## src/rtl/syscall_display.sv

```systemverilog
// Syscall output stage for the single-cycle CPU: latches printed values, gates the CPU clock
// enable around prints and exit, and scans the held value onto an 8-digit hex display.
module syscall_display #(
   parameter int SCAN_DIV     = 50000,
   parameter bit PAUSE_ON_OUT = 1'b1
) (
   input  logic        clk,
   input  logic        RST,
   input  logic        syscall_valid,
   input  logic [31:0] v0,
   input  logic [31:0] a0,
   input  logic        resume,
   output logic        cpu_en,
   output logic        halted,
   output logic [31:0] disp_val,
   output logic [15:0] print_cnt,
   output logic [7:0]  an,
   output logic [7:0]  seg
);

   typedef enum logic [1:0] {RUN, PAUSE, HALT} state_t;

   localparam logic [15:0] DIV_LAST = 16'(SCAN_DIV - 1);

   state_t      state_q, state_d;
   logic [31:0] disp_val_q, disp_val_d;
   logic [15:0] print_cnt_q, print_cnt_d;
   logic [15:0] div_cnt_q, div_cnt_d;
   logic [2:0]  digit_idx_q, digit_idx_d;
   logic        resume_q;
   logic        resume_rise;
   logic [3:0]  nibble;

   function automatic logic [6:0] hexToSeg(input logic [3:0] n);
      case (n)
         4'h0: hexToSeg = 7'h40;
         4'h1: hexToSeg = 7'h79;
         4'h2: hexToSeg = 7'h24;
         4'h3: hexToSeg = 7'h30;
         4'h4: hexToSeg = 7'h19;
         4'h5: hexToSeg = 7'h12;
         4'h6: hexToSeg = 7'h02;
         4'h7: hexToSeg = 7'h78;
         4'h8: hexToSeg = 7'h00;
         4'h9: hexToSeg = 7'h10;
         4'hA: hexToSeg = 7'h08;
         4'hB: hexToSeg = 7'h03;
         4'hC: hexToSeg = 7'h46;
         4'hD: hexToSeg = 7'h21;
         4'hE: hexToSeg = 7'h06;
         default: hexToSeg = 7'h0E;
      endcase
   endfunction

   always_ff @(posedge clk or negedge RST) begin
      if (!RST) begin
         state_q     <= RUN;
         disp_val_q  <= 32'h0;
         print_cnt_q <= 16'h0;
         div_cnt_q   <= 16'h0;
         digit_idx_q <= 3'd0;
         resume_q    <= 1'b0;
      end else begin
         state_q     <= state_d;
         disp_val_q  <= disp_val_d;
         print_cnt_q <= print_cnt_d;
         div_cnt_q   <= div_cnt_d;
         digit_idx_q <= digit_idx_d;
         resume_q    <= resume;
      end
   end

   // Only a fresh low-to-high on the button counts, so a held button resumes once.
   assign resume_rise = resume & ~resume_q;

   always_comb begin
      state_d     = state_q;
      disp_val_d  = disp_val_q;
      print_cnt_d = print_cnt_q;
      case (state_q)
         RUN: begin
            if (syscall_valid) begin
               if (v0 == 32'ha) begin
                  state_d = HALT;
               end else begin
                  disp_val_d  = a0;
                  print_cnt_d = print_cnt_q + 16'd1;
                  if (PAUSE_ON_OUT) state_d = PAUSE;
               end
            end
         end
         PAUSE: begin
            if (resume_rise) state_d = RUN;
         end
         HALT: begin
            state_d = HALT;
         end
         default: begin
            state_d = RUN;
         end
      endcase
   end

   // Digit scan runs in every state so the display stays alive while paused or halted.
   always_comb begin
      div_cnt_d   = div_cnt_q + 16'd1;
      digit_idx_d = digit_idx_q;
      if (div_cnt_q == DIV_LAST) begin
         div_cnt_d   = 16'h0;
         digit_idx_d = digit_idx_q + 3'd1;
      end
   end

   assign nibble    = disp_val_q[{digit_idx_q, 2'b00} +: 4];
   assign cpu_en    = (state_q == RUN);
   assign halted    = (state_q == HALT);
   assign disp_val  = disp_val_q;
   assign print_cnt = print_cnt_q;
   assign an        = ~(8'b1 << digit_idx_q);
   assign seg       = {~((state_q == HALT) && (digit_idx_q == 3'd0)), hexToSeg(nibble)};

endmodule

```

## config.mk

```make
export PLATFORM = sky130hd
export DESIGN_NAME = syscall_display
export DESIGN_NICKNAME = d
export VERILOG_FILES = /design/src/rtl/syscall_display.sv
export SDC_FILE = /design/constraint.sdc
export NUM_CORES = 1
export LEC_CHECK = 0
export ABC_CLOCK_PERIOD_IN_PS = 2400
export CAP_MARGIN = 20
export CORE_MARGIN = 2
export CORE_UTILIZATION = 25
export DETAILED_ROUTE_END_ITERATION = 10
export SKIP_CTS_REPAIR_TIMING = 1
export SYNTH_ARGS = -nofsm -noshare
export SYNTH_HDL_FRONTEND = slang
export SYNTH_SLANG_ARGS = --single-unit
```

## constraint.sdc

```tcl
create_clock -name clk -period 2.4 [get_ports clk]
set_input_delay 0.24 -clock clk [delete_from_list [all_inputs] [get_ports clk]]
set_output_delay 0.24 -clock clk [all_outputs]
set_load 0.005 [all_outputs]
```

==> out/summary.txt <==
run status: finished, violations left
failing checks: negative setup slack
global-route wire length before repair: 15600 µm
total wire length after detailed routing: 9870 µm
number of detailed-routing iterations run before antenna repair: 4
RSZ-0062 raised after global routing: yes
cell area after placement: 5370 µm²
post-placement worst setup slack: -403 ps
non-filler cells, final: 658
Inserted Clock Buffers: 9
series of cell instances along the critical path: buf_6 -> mux4_2 -> mux2i_4 -> buf_4 -> nor2_2 -> a22oi_2 -> o31ai_2 -> dlymetal6s2s_1
largest net degree at the start of global routing: 71
floorplan core area: 13900 µm²
startpoint type of the worst setup path: register
Placement Rows: 43
Pins Over Slew Limit: 0
origin of the critical flop-to-flop path: div_cnt_q[0]
final net count: 554
post-route clock period utilization: 111%
total number of clock tree sinks: 70
post-route minimum period: 2670 ps
via count: 2924
Cell Pwr Density: 881 nW/µm²
via count of the first global-routing pass: 3107
drt first-iter violations: 82
required time reported for the critical path endpoint: 2160 ps
worst hold slack: 27.1 ps
unique cell type count in the Yosys netlist: 39
Ant. Diodes: 0
capturing point of the worst reg2reg path: div_cnt_q[9]
top achievable clock speed: 375 MHz
layout overhead on the synthesized area: 61.4%
Cells after Synth: 294
total non-filler cell area in the finished layout: 5760 µm²
dpl hpwl: 7280 µm
number of cell instances on the worst register-to-register path: 5
cell leakage power: 0.00247 µW
number of register bits inferred by synthesis: 70
final hold violations: 0
Worst slew margin: 40.1%
initial core utilization: 25.6%
total buffers and inverters traversed by the critical path: 3
top cell family by delay on the critical path: multiplexers
Clock Root Buffer: clkbuf_16
syn nets: 375
Slowest cell on crit path: mux4_2
slew of the pin with the lowest slew margin: 899 ps
Skew-Pair Late Insertion Delay: 340 ps
Worst Setup End Kind: primary output
highest fanout seen on the critical path: 5
global placer's final weighted congestion: 0.811
remaining antenna violation count after routing: 0
TritonCTS clock tree: done
post-layout utilization of the core: 41.3%
critical path class: register to primary output
final global-route overflow total: 0
final routed wire length divided by cell count: 15.0 µm
H-tree depth: 3
largest voltage drop on the vdd net: 0.420 mV
IO Count: 134
CTS max path bufs: 2
fraction of final layout cells with drive strength greater than 1: 24.9%
max-cap check violation count: 0
total of warnings raised by yosys: 0
Worst R2R Setup Slack: 610 ps
Chip Width: 124 µm
clk slew on worst S/H paths: 50 ps
cell area after technology mapping: 3570 µm²
Vias/cell: 4.44
Buffers on Ports: 133
longest individual stage delay on the worst path: 560 ps
clock tree skew after final layout: 4.29 ps
classification of the worst-slack hold path: input port to asynchronous set/reset pin
final setup violation count: 7
Final WS setup: -269 ps
total die area: 15300 µm²
Worst EP arrival: 2430 ps
sequential element share of the synthesized area: 49.1%
total global routing track utilization: 13.3%
Mean Syn Cell Area: 12.1 µm²
Placed Cells incl. Taps: 636
remaining routing DRC violations: 0
initial antenna violation count: 0
die height: 124 µm
[power breakdown]
group | leakage [µW] | total [µW] | internal (µW) | switching (µW)
Combinational | 0.00148 | 2040 | 1330 | 708
Clock | 0.000146 | 1350 | 860 | 488
Sequential | 0.000849 | 1690 | 1450 | 238
Total | 0.00247 | 5080 | 3640 | 1430
[synthesized netlist by cell type]
library cell,n,share of area [%]
o2111ai_1,1,0.25
nand3_1,10,1.4
buf_1,1,0.11
buf_6,2,0.63
buf_4,1,0.21
nor3_1,7,0.98
xnor2_1,12,2.9
inv_1,14,1.5
nor3b_1,1,0.21
nand4_1,7,1.2
o21ai_2,1,0.25
mux2_4,1,0.42
a31oi_1,1,0.18
buf_2,4,0.56
and3_1,7,1.2
ha_1,13,4.6
a21oi_1,1,0.14
nor4b_1,3,0.74
and2_4,1,0.25
mux2i_1,9,2.5
nor4_1,9,1.6
xor2_1,17,4.2
and4_1,1,0.25
dfrtp_1,70,49
a22oi_1,1,0.21
nor2b_1,4,0.70
nand2b_1,1,0.18
o2bb2ai_1,1,0.25
a22o_1,2,0.49
nor2_1,21,2.2
o21ai_0,3,0.42
a31o_2,1,0.25
mux4_2,3,1.9
mux4_1,5,3.7
o31ai_1,2,0.42
o22a_1,1,0.25
mux2i_4,2,1.3
nand2_1,20,2.1
mux2_2,33,10
[area by class of cell]
| class | instances | area, µm² |
|---|---|---|
| inverters | 14 | 52.6 |
| well taps | 180 | 225 |
| repair buffers | 175 | 1670 |
| flip-flops and latches | 70 | 1750 |
| multi-input cells | 203 | 1760 |
| clock inverters | 3 | 42.5 |
| fillers | 1317 | 8170 |
| clock buffers | 13 | 260 |
[flip-flops by register name, indices dropped and copies added (netlist names)]
signal       cells
digit_idx_q      3
disp_val        32
div_cnt_q       16
print_cnt       16
resume_q         1
state_q          2
[cell families (layout without fill, tap and decap cells)]
family                     Yosys count  after routing  share of synthesized area, %
AOI/OAI and AO/OA                   15             15                          3.08
buffers and inverters               22            205                          2.98
xor gates and xnor gates            29             29                          7.11
adders and majority gates           13             13                          4.56
muxes                               53             54                          20.2
DFF                                 70             70                          49.1
and+or+nand+nor                     92             92                          13.0
[through the flow]
stage,power (µW),setup TNS (ps)
2_1_floorplan,2360,0
3_3_place_gp,3630,-1390
3_5_place_dp,3660,-2180
4_1_cts,5050,-4810
5_1_grt,5410,-2080
6_report,5080,-1250
[layer usage]
metal | global-route usage (%) | routed length, µm | vias up
li1 | - | - | 1402
met1 | 17.0 | 4500 | 1437
met2 | 21.3 | 4750 | 70
met3 | 3.92 | 487 | 15
met4 | 4.69 | 137 | 0
met5 | 0 | 0 | -
[cell usage in the layout, fill, tap and decap left out, types with 3 or more instances in the layout]
cell type / n
nor4_1: 9
mux2_2: 33
nor2b_1: 4
nor3_1: 7
inv_2: 3
mux2i_1: 9
clkdlybuf4s50_1: 125
dfrtp_1: 69
ha_1: 9
dlymetal6s2s_1: 4
buf_4: 37
nand4_1: 7
xor2_1: 17
nor2_1: 20
and3_1: 7
buf_6: 5
xnor2_1: 12
nand2_1: 20
inv_1: 11
clkbuf_16: 9
nor4b_1: 3
mux4_2: 8
nand3_1: 10
[worst max path at each step]
| stage | startpoint | endpoint | slack [ps] | cells after the start |
|---|---|---|---|---|
| 2_1_floorplan | digit_idx_q[0] | seg[4] | 150 | 7 |
| 3_3_place_gp | digit_idx_q[0] | seg[0] | -250 | 6 |
| 3_5_place_dp | digit_idx_q[0] | seg[0] | -400 | 6 |
| 4_1_cts | digit_idx_q[0] | seg[0] | -770 | 6 |
| 5_1_grt | digit_idx_q[0] | seg[0] | -390 | 8 |
| 6_report | digit_idx_q[0] | seg[0] | -270 | 8 |
Note: power is estimated with default switching activity, not from simulation.
